`src/rtl/fwd_pkg.sv`:
```
// Shared types and constants for the EX-stage forwarding / hazard unit.
//   slot_t  : one entry of the in-flight result history (valid, rd, is_load, data)
//   SEL_*   : per-source operand-select codes reported on src_sel_o
// The slot struct is sized by FWD_XLEN / FWD_REG_AW; the top-level XLEN and
// REG_AW parameters default to these, so a wider datapath changes them here.
package fwd_pkg;

    localparam int FWD_XLEN   = 32;
    localparam int FWD_REG_AW = 5;

    localparam logic [1:0] SEL_RF  = 2'b00;  // register file read data
    localparam logic [1:0] SEL_OLD = 2'b01;  // an older history slot (index >= 1)
    localparam logic [1:0] SEL_S0  = 2'b10;  // slot 0 (EX/MEM) ALU result
    localparam logic [1:0] SEL_IMM = 2'b11;  // immediate

    typedef struct packed {
        logic                  valid;
        logic [FWD_REG_AW-1:0] rd;
        logic                  is_load;
        logic [FWD_XLEN-1:0]   data;
    } slot_t;

endpackage

```
`src/rtl/fwd_operand_sel.sv`:
```
// Combinational operand resolution for one EX source.
// Ports:
//   src_idx / src_rf        source register index and its register-file data
//   use_imm / imm           immediate select and value
//   slot_valid/rd/data      flattened history, slot 0 = youngest (EX/MEM)
//   slot0_is_load           slot 0 holds a load whose data is not yet available
//   src_data / src_sel      resolved operand and where it came from
//   stall                   this source needs the load still in slot 0
module fwd_operand_sel
    import fwd_pkg::*;
#(
    parameter int XLEN   = 32,
    parameter int REG_AW = 5,
    parameter int DEPTH  = 2
) (
    input  logic [REG_AW-1:0]       src_idx,
    input  logic [XLEN-1:0]         src_rf,
    input  logic                    use_imm,
    input  logic [XLEN-1:0]         imm,
    input  logic [DEPTH-1:0]        slot_valid,
    input  logic [DEPTH*REG_AW-1:0] slot_rd,
    input  logic                    slot0_is_load,
    input  logic [DEPTH*XLEN-1:0]   slot_data,
    output logic [XLEN-1:0]         src_data,
    output logic [1:0]              src_sel,
    output logic                    stall
);

    logic [DEPTH-1:0] hit;
    logic             old_hit;
    logic [XLEN-1:0]  old_data;

    // r0 is hardwired zero, so a zero index can never match a slot.
    generate
        for (genvar gi = 0; gi < DEPTH; gi++) begin : g_hit
            assign hit[gi] = slot_valid[gi]
                           && (src_idx != '0)
                           && (slot_rd[gi*REG_AW +: REG_AW] == src_idx);
        end
    endgenerate

    // Scan oldest to youngest so the lowest matching index >= 1 is kept.
    always_comb begin
        old_hit  = 1'b0;
        old_data = '0;
        for (int k = DEPTH - 1; k >= 1; k--) begin
            if (hit[k]) begin
                old_hit  = 1'b1;
                old_data = slot_data[k*XLEN +: XLEN];
            end
        end
    end

    always_comb begin
        src_data = src_rf;
        src_sel  = SEL_RF;
        stall    = 1'b0;
        if (use_imm) begin
            src_data = imm;
            src_sel  = SEL_IMM;
        end else if (hit[0] && slot0_is_load) begin
            // Load data only exists at the end of MEM: stall rather than
            // fall back to an older (stale) slot. Operand is don't-care.
            stall = 1'b1;
        end else if (hit[0]) begin
            src_data = slot_data[XLEN-1:0];
            src_sel  = SEL_S0;
        end else if (old_hit) begin
            src_data = old_data;
            src_sel  = SEL_OLD;
        end
    end

endmodule

```
`src/rtl/fwd_hazard_unit.sv`:
```
// Depth-generic forwarding and load-use hazard unit for the EX stage.
// Keeps a shift history of in-flight results and resolves NSRC operands
// from it, from the register file, or from an immediate.
// Ports:
//   clk_i, rst_i (synchronous, active-low)
//   hold_i            freeze the history
//   flush_i           squash the EX instruction (it enters as a bubble)
//   ex_*              EX instruction: valid, writes, is load, rd, ALU result
//   mem_load_data_i   load data for the slot 0 instruction
//   src_*_i           per-source index, RF data, immediate select, immediate
//   src_data_o/src_sel_o  resolved operand and its source code per source
//   stall_o           load-use stall request
module fwd_hazard_unit
    import fwd_pkg::*;
#(
    parameter int XLEN   = FWD_XLEN,
    parameter int REG_AW = FWD_REG_AW,
    parameter int DEPTH  = 2,
    parameter int NSRC   = 2
) (
    input  logic                   clk_i,
    input  logic                   rst_i,
    input  logic                   hold_i,
    input  logic                   flush_i,
    input  logic                   ex_valid_i,
    input  logic                   ex_we_i,
    input  logic                   ex_is_load_i,
    input  logic [REG_AW-1:0]      ex_rd_i,
    input  logic [XLEN-1:0]        ex_result_i,
    input  logic [XLEN-1:0]        mem_load_data_i,
    input  logic [NSRC*REG_AW-1:0] src_idx_i,
    input  logic [NSRC*XLEN-1:0]   src_rf_i,
    input  logic [NSRC-1:0]        src_use_imm_i,
    input  logic [NSRC*XLEN-1:0]   src_imm_i,
    output logic [NSRC*XLEN-1:0]   src_data_o,
    output logic [NSRC*2-1:0]      src_sel_o,
    output logic                   stall_o
);

    slot_t slot_reg  [DEPTH];
    slot_t slot_next [DEPTH];

    logic [DEPTH-1:0]        slot_valid;
    logic [DEPTH*REG_AW-1:0] slot_rd;
    logic [DEPTH*XLEN-1:0]   slot_data;
    logic [NSRC-1:0]         stall_vec;

    always_comb begin
        for (int k = 0; k < DEPTH; k++) begin
            slot_next[k] = slot_reg[k];
        end
        if (!hold_i) begin
            // A stalled or flushed EX instruction enters as a bubble; on a
            // stall the pipeline re-presents it next cycle.
            slot_next[0].valid   = ex_valid_i & ex_we_i & ~stall_o & ~flush_i;
            slot_next[0].rd      = ex_rd_i;
            slot_next[0].is_load = ex_is_load_i;
            slot_next[0].data    = ex_result_i;
            // Leaving MEM, a load swaps its address for the loaded value.
            slot_next[1] = slot_reg[0];
            if (slot_reg[0].is_load) begin
                slot_next[1].data = mem_load_data_i;
            end
            for (int k = 2; k < DEPTH; k++) begin
                slot_next[k] = slot_reg[k-1];
            end
        end
    end

    always_ff @(posedge clk_i) begin
        if (!rst_i) begin
            for (int k = 0; k < DEPTH; k++) begin
                slot_reg[k] <= '0;
            end
        end else begin
            for (int k = 0; k < DEPTH; k++) begin
                slot_reg[k] <= slot_next[k];
            end
        end
    end

    generate
        for (genvar gi = 0; gi < DEPTH; gi++) begin : g_flat
            assign slot_valid[gi]                 = slot_reg[gi].valid;
            assign slot_rd[gi*REG_AW +: REG_AW]   = slot_reg[gi].rd;
            assign slot_data[gi*XLEN +: XLEN]     = slot_reg[gi].data;
        end

        for (genvar gi = 0; gi < NSRC; gi++) begin : g_src
            fwd_operand_sel #(
                .XLEN   (XLEN),
                .REG_AW (REG_AW),
                .DEPTH  (DEPTH)
            ) u_sel (
                .src_idx       (src_idx_i[gi*REG_AW +: REG_AW]),
                .src_rf        (src_rf_i[gi*XLEN +: XLEN]),
                .use_imm       (src_use_imm_i[gi]),
                .imm           (src_imm_i[gi*XLEN +: XLEN]),
                .slot_valid    (slot_valid),
                .slot_rd       (slot_rd),
                .slot0_is_load (slot_reg[0].is_load),
                .slot_data     (slot_data),
                .src_data      (src_data_o[gi*XLEN +: XLEN]),
                .src_sel       (src_sel_o[gi*2 +: 2]),
                .stall         (stall_vec[gi])
            );
        end
    endgenerate

    assign stall_o = |stall_vec;

endmodule

```
`config.mk`:
```
export PLATFORM = sky130hd
export DESIGN_NAME = fwd_hazard_unit
export DESIGN_NICKNAME = d
export VERILOG_FILES = /design/src/rtl/fwd_pkg.sv /design/src/rtl/fwd_operand_sel.sv /design/src/rtl/fwd_hazard_unit.sv
export SDC_FILE = /design/constraint.sdc
export NUM_CORES = 1
export LEC_CHECK = 0
export BUFFER_PORTS_ARGS = -buffer_cell sky130_fd_sc_hd__buf_2
export CORE_MARGIN = 4
export CORE_UTILIZATION = 48
export DETAILED_ROUTE_END_ITERATION = 8
export PLACE_DENSITY = 0.82
export SKIP_LAST_GASP = 1
export SLEW_MARGIN = 20
export SYNTH_ARGS = -nofsm -noshare
export SYNTH_HDL_FRONTEND = slang
export SYNTH_SLANG_ARGS = --single-unit
export TNS_END_PERCENT = 50
```
`constraint.sdc`:
```
create_clock -name clk_i -period 2.1 [get_ports clk_i]
set_input_delay 0.105 -clock clk_i [delete_from_list [all_inputs] [get_ports clk_i]]
set_output_delay 0.105 -clock clk_i [all_outputs]
set_load 0.005 [all_outputs]
```
==> Word level (Yosys, flattened, before mapping) <==
Memory sizes are Yosys's and may differ from the RTL's.
Cells that the tools add are included.
{ "totals": {"in_bits": 216, "out_inout_bits": 69, "register_bits": 0, "elab_cells": 55, "ram_bits": 78, "mem_count": 1} }
{ "op_classes": {"muxes": 30, "n_bitwise": 7, "reduce_logical": 13, "n_eq_ne": 4} }
{ "memory_table": {"columns": ["memory", "words", "word_bits", "rd", "rd_ports_with_merged_regs", "wr", "line", "rtl"], "rows": [
  ["slot_reg", 2, 39, 2, 0, 2, "fwd_hazard_unit.sv:40", "slot_t slot_reg [DEPTH];"]
]} }
{ "op_table": {"columns": ["operator", "count"], "rows": [
  ["32-bit 2-to-1 mux", 11],
  ["39-bit 2-to-1 mux", 2],
  ["78-bit 2-to-1 mux", 1],
  ["5-bit equality test", 4],
  ["2-bit 2-to-1 mux", 6],
  ["1-bit logical AND", 10],
  ["1-bit 2-to-1 mux", 10],
  ["5-bit nonzero test", 2],
  ["1-bit bitwise AND", 3],
  ["1-bit inverter", 2],
  ["1-bit OR", 2],
  ["2-bit OR reduction", 1]
]} }

==> Longest topological paths before layout <==
Gate-level depths: netlist of the first run.
{ "depth": {"word_depth": 12, "depth_mapped": 7, "depth_no_buf": 5} }

==> Hierarchy <==
A second synthesis of the first run with hierarchy kept.
{ "unflattened": {"hier_cells": 719, "area_unflattened_um2": 7013.0} }
{ "modules_own_cells": {"columns": ["module", "cells_per_inst", "n_inst", "area_each_um2", "seq_area_each_um2"], "rows": [
  ["fwd_operand_sel", 215, 2, 1781.7, 0.0],
  ["fwd_hazard_unit", 289, 1, 3449.6, 1541.5]
]} }

==> Worst setup path after synthesis of the first run <==
OpenSTA, ideal clock, no wires.
{ "synth_timing": {"kind": "reg2out", "start": "mem slot_reg[0][75] (netlist bit)", "end": "out src_data_o[35]", "required_ns": 1.995, "path_stages_with_launch": 7, "path_slack_ns": 0.265, "n_path_buf": 1, "arrival_time_ns": 1.730, "cell_sequence": "dfxtp_1 xor2_1 nor4_2 nand4_2 buf_6 a221o_1 a22o_1"} }
{ "synth_rtl": {"columns": ["item", "line", "rtl"], "rows": [
  ["from (decl)", "fwd_hazard_unit.sv:40", null],
  ["to (decl)", "fwd_hazard_unit.sv:35", "output logic [NSRC*XLEN-1:0] src_data_o,"]
]} }

==> results of run 1 <==
[worst paths after layout]
path                                 startpoint              end  depth (start not counted)
worst min-delay path            ex_result_i[22]  slot_reg[0][22]                          3
worst min register to register  slot_reg[0][29]  slot_reg[0][29]                          2
worst max-delay path            slot_reg[0][33]    src_data_o[0]                          9
worst max register to register  slot_reg[0][36]  slot_reg[0][38]                          6
[what timing repair did]
| item | 4_1_cts | 5_1_grt |
|---|---|---|
| pin swaps | 9 | 60 |
| gates cloned | 5 | 4 |
| setup endpoints to repair | 67 | 66 |
| gates resized for setup | 18 | 14 |
| setup buffers | 9 | 6 |
| endpoints found under the hold margin | 0 | 0 |
[worst max-delay path, delay by kind of cell, from the launching register on]
kind                      cells  cell delay [ns]
and+or+nand+nor               2             0.42
xor gates and xnor gates      1             0.13
buffers and inverters         4             0.53
AOI/OAI and AO/OA             2             0.52
DFF                           1             0.35
[cell usage after synthesis (all sizes together) (5+ instances only)]
master and number:
a211oi 6, mux2i 44, nor4 5, a21oi 120, o22a 31, nor2b 76, xor2 10, nand3b 28
nor3 6, o221a 28, dfxtp 77, a221o 59, nand2 11, dlygate4sd3 5, clkbuf 49, a22o 28
xnor2 10, o21ai 35, buf 31, o31ai 6, and3 34
[metrics by stage]
stage                     cell area (um^2)   TNS, ns  power (mW)  worst slack (ns)  std cells
after floorplan                       6122         0       2.239            0.2650        729
after global placement                7676         0       2.746           0.01827       1127
after detailed placement              7676  -0.02288       2.759          -0.02288       1127
after CTS                             8234    -15.08       4.252           -0.3198       1157
after global routing                  8432    -21.20       4.446           -0.3818       1167
final                                 8432    -14.22       4.282           -0.2860       1167
[cell families after synthesis]
family / after synthesis
compound gates: 322
xor+xnor: 20
buf+inv: 90
flops: 77
mux: 44
simple gates: 176
[layout make-up]
| class | instances | area share |
|---|---|---|
| antenna | 1 | 0.0002968 |
| clock buffer | 9 | 0.02671 |
| multi-input combinational | 562 | 0.4978 |
| inverter | 3 | 0.001336 |
| tap | 168 | 0.02493 |
| timing repair buffer | 340 | 0.2561 |
| clock inverter | 7 | 0.006974 |
| sequential | 77 | 0.1858 |
[layer usage]
metal  up-vias  wire, um  share of wire
met3       103      3361           0.13
li1       3371         -              -
met1      3570      9953           0.38
met5         -        27         0.0010
met4         4      1045          0.040
met2       583     11830           0.45
[report_power, final]
part | leakage [nW] | switching (mW) | internal, mW | total, mW
registers | 0.641 | 0.0712 | 1.55 | 1.62
logic | 3.05 | 0.587 | 0.583 | 1.17
clock network | 0.138 | 0.675 | 0.817 | 1.49
total | 3.82 | 1.33 | 2.95 | 4.28
==> impl_metrics.py, run 1 <==
metrics = {
    "setup_path": {
        "crit_type": "reg -> out",
        "worstPathRequired_ns": 2.00,
        "cp_slowest_cell": "sky130_fd_sc_hd__dfxtp_2",
        "critical_path.max_fanout": 6,
        "cp-start-kind": "register",
        "ff2ff_setup_slack_ns": 0.17,
        "worst_path_max_stage_delay_ns": 0.35,
        "crit_path_end_kind": "output port",
        "path_cells": "xnor2_1 > and2_1 > and3_4 > buf_12 > buf_4 > buf_12 > a221o_1 > o22a_1 > buf_2",
        "worst-endpoint-arrival_ns": 2.28,
        "critical_path.most_common_cell": "sky130_fd_sc_hd__buf_12",
    },
    "detailed_routing": {
        "drtAntennaViolNets": 0,
        "routed_via_density": 6.539,
        "drc_violation_count_after_routing": 0,
        "num_vias": 7631,
        "route.final.wire_length_mm": 26.22,
        "wl_per_instance_um": 22.47,
        "first_pass_iters": 6,
        "detailedRoute.firstIterationViolations": 1262,
    },
    "global_routing": {
        "grt_util_met1": 0.4319,
        "via_count_of_the_first_global_routing_pass": 6971,
        "gr-usage-all-layers": 0.3281,
        "use_met2": 0.5186,
        "use_met3": 0.08671,
        "pin_count_of_the_biggest_net_entering_global_routing": 65,
        "grt_first_pass_wirelength_mm": 37.89,
        "antenna_found_initial": 3,
        "grt_remaining_overflow": 0,
        "gr_busiest_metal": "met2",
    },
    "yosys": {
        "postSynthCellCount": 729,
        "synth_top_family_by_area": "compound AO/OA/AOI/OAI gates",
        "yosys.area_share.adder": 0,
        "synth-main-ff-cell": "sky130_fd_sc_hd__dfxtp_1",
        "synth_top_cell_by_area": "sky130_fd_sc_hd__dfxtp_1",
        "yosys.area_share.simple": 0.1819,
        "synth-xor-area-share": 0.02861,
        "post_synth_mux_area_share": 0.07194,
        "synth.yosys.seq_area_share": 0.2518,
        "mappedNetlistNets": 945,
        "compound_gate_fraction_of_synth_area": 0.3861,
        "netlist_area_um2": 6122,
        "synth_area_per_cell_um2": 8.398,
        "synth.ff_latch_count": 77,
        "synth_top_area_share": 0.2518,
        "number_of_distinct_standard_cells_referenced_by_the_synthesized_netlist": 41,
        "synth.area.top_cells": "sky130_fd_sc_hd__dfxtp_1 25%, sky130_fd_sc_hd__a21oi_1 9.8%, sky130_fd_sc_hd__a221o_1 9.3%, sky130_fd_sc_hd__nor2b_1 7.8%, sky130_fd_sc_hd__mux2i_1 7.2%",
        "postSynth.asyncResetShare": 0,
        "ys_warn_count": 0,
        "number_of_synthesized_flops_with_an_enable_pin": 0,
    },
    "clocking": {
        "cts_hold_buf": 0,
        "cts_tree": "done",
        "clock_sink_count": 77,
        "max-clock-path-buffers": 2,
        "cts-buffers-inserted": 9,
        "path_clk_slew_ns": 0.06,
        "cts-root-buf": "sky130_fd_sc_hd__clkbuf_16",
        "clk_latency_ns": 0.34,
        "total_number_of_h_tree_levels": 3,
    },
    "die": {
        "die_x_um": 120.9,
        "floorplan.die.height_um": 120.9,
        "rows": 40,
        "floorplan.die_area_um2": 14630,
        "initial_core_util": 0.4993,
        "core-area_um2": 12260,
        "design.portCount": 285,
    },
    "flow_run": {
        "maxCapViolCount": 0,
    },
    "cells_and_area": {
        "fillCellCount": 998,
        "area_used_by_multi_input_combinational_logic_um2": 4198,
        "largest_reg_flops": 77,
        "mostFrequentLayoutCell": "sky130_fd_sc_hd__buf_2",
        "most_frequent_cells_in_the_layout": "285 x sky130_fd_sc_hd__buf_2, 120 x sky130_fd_sc_hd__a21oi_1, 76 x sky130_fd_sc_hd__nor2b_1",
        "numnets_final": 1209,
        "postLayoutCoreUtil": 0.6877,
        "register_area_um2": 1567,
        "flow.area_growth_from_synthesis_pct": 37.73,
        "share_of_final_layout_standard_cells_stronger_than_drive_strength_1": 0.4158,
    },
    "sta": {
        "clock_skew_ns": 0.006951,
        "post-route-min-period_ns": 2.386,
        "maxClockFrequency_ghz": 0.4191,
        "final-setup-viol-count": 67,
        "final-hold-violation-count": 0,
        "timing.slew.headroom": 0.6099,
        "grt_setup_unrepaired": "yes",
        "report.final.slew_viol_count": 0,
        "layout_worst_path_cycle_share": 1.136,
        "hold-worst-slack_ns": 0.02206,
        "timing_worst_slew_pin_value_ns": 0.5852,
        "post-route-worst-setup-slack_ns": -0.2860,
    },
    "run_status": {
        "failing_checks": "setup timing",
        "outcome": "finished, violations left",
    },
    "place": {
        "place_congestion": 0.9473,
        "port_buffers": 284,
        "detailedPlacementHpwl_mm": 18.39,
    },
    "pwr": {
        "vdd.ir_drop.worst_mv": 0.4540,
        "cellLeakagePower_nw": 3.824,
        "p_per_area_nw_per_um2": 507.8,
    },
    "hold_path": {
        "timing.hold.worst.class": "in -> reg",
    },
}
No activity file was read; power rests on OpenSTA's default activity.
==> run 2: changes to the inputs <==
--- a/config.mk
+++ b/config.mk
@@ -7,9 +7,10 @@
 export LEC_CHECK = 0
 export BUFFER_PORTS_ARGS = -buffer_cell sky130_fd_sc_hd__buf_2
 export CORE_MARGIN = 4
-export CORE_UTILIZATION = 48
+export CORE_UTILIZATION = 43
 export DETAILED_ROUTE_END_ITERATION = 8
-export PLACE_DENSITY = 0.82
+export PLACE_DENSITY = 0.78
+export SETUP_SLACK_MARGIN = 0.05
 export SKIP_LAST_GASP = 1
 export SLEW_MARGIN = 20
 export SYNTH_ARGS = -nofsm -noshare
==> constraint.sdc (replaced) <==
create_clock -name clk_i -period 2 [get_ports clk_i]
set_input_delay 0.1 -clock clk_i [delete_from_list [all_inputs] [get_ports clk_i]]
set_output_delay 0.1 -clock clk_i [all_outputs]
set_load 0.005 [all_outputs]
==> impl_metrics.py, run 2 (synthesis results as in run 1) <==
metrics = {
    "detailed_routing": {
        "drtAntennaViolNets": 0,
        "routed_via_density": 6.273,
        "drc_violation_count_after_routing": 0,
        "wl_per_instance_um": 22.21,
        "detailedRoute.firstIterationViolations": 896,
        "first_pass_iters": 6,
        "route.final.wire_length_mm": 26.23,
        "num_vias": 7408,
    },
    "global_routing": {
        "grt_remaining_overflow": 0,
        "via_count_of_the_first_global_routing_pass": 6927,
        "gr-usage-all-layers": 0.2953,
        "grt_first_pass_wirelength_mm": 38.07,
        "antenna_found_initial": 1,
        "pin_count_of_the_biggest_net_entering_global_routing": 59,
    },
    "hold_path": {
        "timing.hold.worst.class": "in -> reg",
        "hold-path-endpoint": "slot_reg[0][35]",
        "hold_depth": 3,
        "hold_path_startpoint": "ex_rd_i[2]",
    },
    "clocking": {
        "clk_latency_ns": 0.35,
        "total_number_of_h_tree_levels": 3,
        "cts-root-buf": "sky130_fd_sc_hd__clkbuf_16",
        "max-clock-path-buffers": 2,
        "path_clk_slew_ns": 0.07,
        "cts-buffers-inserted": 9,
        "clock_sink_count": 77,
        "cts_hold_buf": 0,
        "cts_tree": "done",
    },
    "die": {
        "floorplan.die.height_um": 127.3,
        "core-area_um2": 13930,
        "initial_core_util": 0.4393,
        "floorplan.die_area_um2": 16210,
        "die_x_um": 127.3,
        "design.portCount": 285,
        "rows": 43,
    },
    "cells_and_area": {
        "share_of_final_layout_standard_cells_stronger_than_drive_strength_1": 0.4160,
        "fillCellCount": 1217,
        "flow.area_growth_from_synthesis_pct": 39.73,
        "mostFrequentLayoutCell": "sky130_fd_sc_hd__buf_2",
        "largest_reg_flops": 77,
        "numnets_final": 1211,
        "most_frequent_cells_in_the_layout": "285 x sky130_fd_sc_hd__buf_2, 120 x sky130_fd_sc_hd__a21oi_1, 76 x sky130_fd_sc_hd__nor2b_1",
    },
    "sta": {
        "grt_setup_unrepaired": "yes",
        "layout_worst_path_cycle_share": 1.175,
        "clock_skew_ns": 0.006759,
        "post-route-min-period_ns": 2.350,
        "final-setup-viol-count": 68,
        "timing.slew.headroom": 0.6936,
        "report.final.slew_viol_count": 0,
        "hold-worst-slack_ns": 0.01327,
        "final-hold-violation-count": 0,
        "post-route-worst-setup-slack_ns": -0.3504,
        "timing_worst_slew_pin_value_ns": 0.4586,
        "maxClockFrequency_ghz": 0.4255,
    },
    "pwr": {
        "finalPower_mw": 4.621,
        "p_per_area_nw_per_um2": 540.2,
        "power_switching_mw": 1.424,
        "sequential_fraction_of_design_power": 0.369,
        "netSwitchingFraction": 0.3080,
        "cellInternalPower_mw": 3.198,
        "cellLeakagePower_nw": 3.866,
        "share_comb_of_total_power": 0.272,
        "power.share.clock": 0.360,
        "vdd.ir_drop.worst_mv": 0.4122,
    },
    "place": {
        "place_worst_setup_slack_ns": -0.04552,
        "port_buffers": 284,
        "place_congestion": 0.9855,
        "detailedPlacementHpwl_mm": 18.69,
    },
    "setup_path": {
        "worstPathRequired_ns": 1.90,
        "worst_r2r_endpoint": "slot_reg[0][38]",
        "timing.reg2reg.worst_path_depth": 7,
        "crit_path_end_kind": "output port",
        "cp-startpoint": "slot_reg[0][72]",
        "critical_path.max_fanout": 8,
        "worst_r2r_startpoint": "slot_reg[0][34]",
        "number_of_buffers_and_inverters_on_the_critical_path": 3,
        "critical-path-top-delay-family": "compound AO/OA/AOI/OAI gates",
        "crit_type": "reg -> out",
        "path_cells": "xor2_2 > nor4_4 > nand4_2 > buf_6 > clkbuf_16 > a221o_1 > a22o_1 > buf_2",
        "ff2ff_setup_slack_ns": 0.17,
        "worst-endpoint-arrival_ns": 2.25,
        "cp_slowest_cell": "sky130_fd_sc_hd__dfxtp_4",
        "worst_path_max_stage_delay_ns": 0.35,
        "cp-start-kind": "register",
    },
    "run_status": {
        "failing_checks": "setup timing",
        "outcome": "finished, violations left",
    },
    "flow_run": {
        "maxCapViolCount": 0,
    },
}
-- run 2: power by group through the flow --
stage               Sequential (mW)  Combinational, mW  Clock (mW)
floorplan                      1.70              0.653           0
global placement               1.73               1.17           0
detailed placement             1.73               1.18           0
CTS                            1.70               1.22        1.68
global route                   1.71               1.35        1.76
finish                         1.70               1.26        1.66
-- run 2: cell type report --
class                      count  area, um^2  area share
timing repair buffer         342        2111      0.2467
antenna                        1       2.502   0.0002925
clock inverter                 6       50.05    0.005851
multi-input combinational    562        4345      0.5080
clock buffer                  10       250.2     0.02925
sequential                    77        1559      0.1822
inverter                       3       11.26    0.001316
tap                          180       225.2     0.02633
-- run 2: worst min-delay path, cell delays in order --
cell and delay [ns]:
sky130_fd_sc_hd__buf_2 0.08, sky130_fd_sc_hd__mux2i_1 0.05, sky130_fd_sc_hd__nor2b_1 0.09
-- run 2: repair_timing --
item | CTS | global route
endpoints found under the hold margin | 0 | 0
pin swaps | 10 | 66
buffers inserted | 5 | 3
endpoints found under the setup margin | 68 | 69
cloned | 1 | 4
resized for setup | 42 | 12
-- run 2: worst max path at each step --
stage	endpoint	slack, ns	cells past startpoint
floorplan	src_data_o[35]	0.17	6
global placement	src_data_o[27]	-0.01	8
detailed placement	src_data_o[27]	-0.05	8
CTS	src_data_o[32]	-0.41	7
global route	src_data_o[32]	-0.42	8
finish	src_data_o[39]	-0.35	8
-- run 2: per-stage QoR --
| step | utilization | instances | area, um^2 | TNS [ns] |
|---|---|---|---|---|
| finish | 0.6139 | 1181 | 8554 | -20.08 |
| detailed placement | 0.5595 | 1153 | 7796 | -0.1608 |
| floorplan | - | 729 | 6122 | 0 |
| global route | 0.6139 | 1181 | 8554 | -24.98 |
| global placement | 0.5595 | 1153 | 7796 | -0.01640 |
| CTS | 0.6011 | 1175 | 8377 | -20.23 |
-- run 2: per-layer routing --
metal	vias up	global-route usage	routed length, um	part of all wire
met5	-	0	0	0
met4	0	0.1174	1022	0.039
met3	94	0.07734	2759	0.11
met2	497	0.4543	11790	0.45
met1	3433	0.3947	10660	0.41
li1	3384	-	-	-
==> run 3: changes to the inputs <==
--- a/config.mk
+++ b/config.mk
@@ -9,7 +9,7 @@
 export CORE_MARGIN = 4
 export CORE_UTILIZATION = 43
 export DETAILED_ROUTE_END_ITERATION = 8
-export PLACE_DENSITY = 0.78
+export PLACE_DENSITY = 0.81
 export SETUP_SLACK_MARGIN = 0.05
 export SKIP_LAST_GASP = 1
 export SLEW_MARGIN = 20
==> impl_metrics.py, run 3 (synthesis results as in run 1) <==
metrics = {
    "setup_path": {
        "path_cells": "xor2_2 > nor4_4 > buf_4 > and4_4 > buf_12 > buf_16 > a221o_1 > o22a_1 > buf_2",
        "timing.reg2reg.worst_path_depth": 8,
        "worst-endpoint-arrival_ns": 2.27,
        "worst_path_max_stage_delay_ns": 0.34,
        "critical-path-top-delay-family": "simple AND/OR/NAND/NOR gates",
        "cp-startpoint": "slot_reg[0][34]",
        "cp-start-kind": "register",
        "crit_path_end_kind": "output port",
        "worst_r2r_startpoint": "slot_reg[0][34]",
        "crit_type": "reg -> out",
        "ff2ff_setup_slack_ns": 0.07,
        "cp_slowest_cell": "sky130_fd_sc_hd__dfxtp_2",
        "worst_r2r_endpoint": "slot_reg[0][38]",
        "number_of_buffers_and_inverters_on_the_critical_path": 4,
        "critical_path.max_fanout": 16,
        "worstPathRequired_ns": 1.90,
    },
    "die": {
        "design.portCount": 285,
        "initial_core_util": 0.4393,
        "die_x_um": 127.3,
        "rows": 43,
        "core-area_um2": 13930,
        "floorplan.die.height_um": 127.3,
        "floorplan.die_area_um2": 16210,
    },
    "pwr": {
        "sequential_fraction_of_design_power": 0.362,
        "finalPower_mw": 4.710,
        "p_per_area_nw_per_um2": 556.0,
        "power.share.clock": 0.377,
        "power_switching_mw": 1.369,
        "netSwitchingFraction": 0.2907,
        "cellLeakagePower_nw": 3.846,
        "cellInternalPower_mw": 3.341,
        "share_comb_of_total_power": 0.262,
        "vdd.ir_drop.worst_mv": 0.4038,
    },
    "detailed_routing": {
        "num_vias": 7478,
        "route.final.wire_length_mm": 26.81,
        "detailedRoute.firstIterationViolations": 806,
        "drtAntennaViolNets": 0,
        "first_pass_iters": 6,
        "routed_via_density": 6.321,
        "drc_violation_count_after_routing": 0,
        "wl_per_instance_um": 22.66,
    },
    "global_routing": {
        "grt_remaining_overflow": 0,
        "grt_util_met1": 0.3928,
        "antenna_found_initial": 3,
        "via_count_of_the_first_global_routing_pass": 7164,
        "use_met3": 0.08445,
        "gr-usage-all-layers": 0.3046,
        "pin_count_of_the_biggest_net_entering_global_routing": 45,
        "grt_first_pass_wirelength_mm": 38.78,
        "gr_busiest_metal": "met2",
        "use_met2": 0.4760,
    },
    "clocking": {
        "cts-buffers-inserted": 9,
        "cts_tree": "done",
        "cts-root-buf": "sky130_fd_sc_hd__clkbuf_16",
        "max-clock-path-buffers": 2,
        "total_number_of_h_tree_levels": 3,
        "path_clk_slew_ns": 0.06,
        "clk_latency_ns": 0.34,
        "clock_sink_count": 77,
    },
    "cells_and_area": {
        "most_frequent_cells_in_the_layout": "284 x sky130_fd_sc_hd__buf_2, 120 x sky130_fd_sc_hd__a21oi_1, 76 x sky130_fd_sc_hd__nor2b_1",
        "flow.area_growth_from_synthesis_pct": 38.36,
        "mostFrequentLayoutCell": "sky130_fd_sc_hd__buf_2",
        "share_of_final_layout_standard_cells_stronger_than_drive_strength_1": 0.4106,
        "largest_reg_flops": 77,
        "numnets_final": 1212,
    },
    "sta": {
        "clock_skew_ns": 0.006021,
        "final-hold-violation-count": 0,
        "layout_worst_path_cycle_share": 1.185,
        "hold-worst-slack_ns": 0.01105,
        "post-route-min-period_ns": 2.371,
        "grt_setup_unrepaired": "yes",
        "report.final.slew_viol_count": 0,
        "timing_worst_slew_pin_value_ns": 0.5179,
        "timing.slew.headroom": 0.6547,
        "post-route-worst-setup-slack_ns": -0.3706,
        "final-setup-viol-count": 69,
        "maxClockFrequency_ghz": 0.4218,
    },
    "place": {
        "detailedPlacementHpwl_mm": 18.78,
        "port_buffers": 284,
        "place_congestion": 0.9432,
    },
    "hold_path": {
        "hold-path-endpoint": "slot_reg[0][31]",
        "timing.hold.worst.class": "in -> reg",
        "hold_path_startpoint": "ex_result_i[31]",
        "hold_depth": 3,
    },
    "run_status": {
        "failing_checks": "setup timing",
        "outcome": "finished, violations left",
    },
    "flow_run": {
        "maxCapViolCount": 0,
    },
}
[run 3: cell count changes in the layout (fill, tap and decap cells not counted), sizes merged]
cell,before,now
diode,1,2
inv,5,3
bufinv,0,2
clkinvlp,2,1
buf,339,340
clkinv,2,3
[run 3: area by class of cell]
cell class,count,area (um^2)
Clock inverter,6,86.33
Multi-Input combinational cell,562,4188
Antenna cell,2,5.005
Sequential cell,77,1555
Fill cell,1271,5464
Clock buffer,10,229.0
Inverter,3,11.26
Tap cell,180,225.2
Timing Repair Buffer,343,2171
[run 3: routing by layer]
layer / vias up / wire [um]
met5: - / 13
met4: 2 / 1026
met3: 110 / 3191
met2: 540 / 11990
met1: 3449 / 10590
li1: 3377 / -
[run 3: worst reg2reg max path, stage by stage, from the launching register on]
cell and delay, ns:
sky130_fd_sc_hd__dfxtp_2 0.34, sky130_fd_sc_hd__xor2_2 0.18, sky130_fd_sc_hd__nor4_4 0.28, sky130_fd_sc_hd__buf_4 0.16, sky130_fd_sc_hd__and4_4 0.32, sky130_fd_sc_hd__buf_12 0.13
sky130_fd_sc_hd__buf_16 0.15, sky130_fd_sc_hd__a32o_1 0.19, sky130_fd_sc_hd__o31ai_1 0.08
[run 3: metrics by stage]
step	worst slack [ns]	instances	util	area (um^2)	setup TNS, ns
final	-0.3706	1183	0.6079	8471	-20.24
after global routing	-0.4842	1183	0.6079	8471	-26.65
after CTS	-0.3567	1177	0.5993	8351	-19.88
after detailed placement	0.01515	1152	0.5598	7801	0
after global placement	0.02887	1152	0.5598	7801	0
after floorplan	0.1700	729	-	6122	0
[run 3: power by group through the flow]
stage          registers, mW  clock network [mW]  logic (mW)
2_1_floorplan           1.70                   0       0.653
3_3_place_gp            1.73                   0        1.17
3_5_place_dp            1.73                   0        1.18
4_1_cts                 1.70                1.80        1.20
5_1_grt                 1.71                1.84        1.33
6_report                1.70                1.77        1.23
[run 3: worst max path at each step]
stage,cells past startpoint,to,slack (ns)
finish,9,src_data_o[25],-0.37
global placement,7,src_data_o[60],0.03
detailed placement,7,src_data_o[60],0.02
CTS,7,src_data_o[60],-0.36
floorplan,6,src_data_o[35],0.17
global route,7,src_data_o[34],-0.48
[run 3: timing repair]
item	4_1_cts	5_1_grt
hold buffers	0	0
pin swaps	5	2
endpoints found under the hold margin	0	0
cloned	5	3
buffers inserted	4	2
setup endpoints to repair	69	70
gates resized for setup	16	9
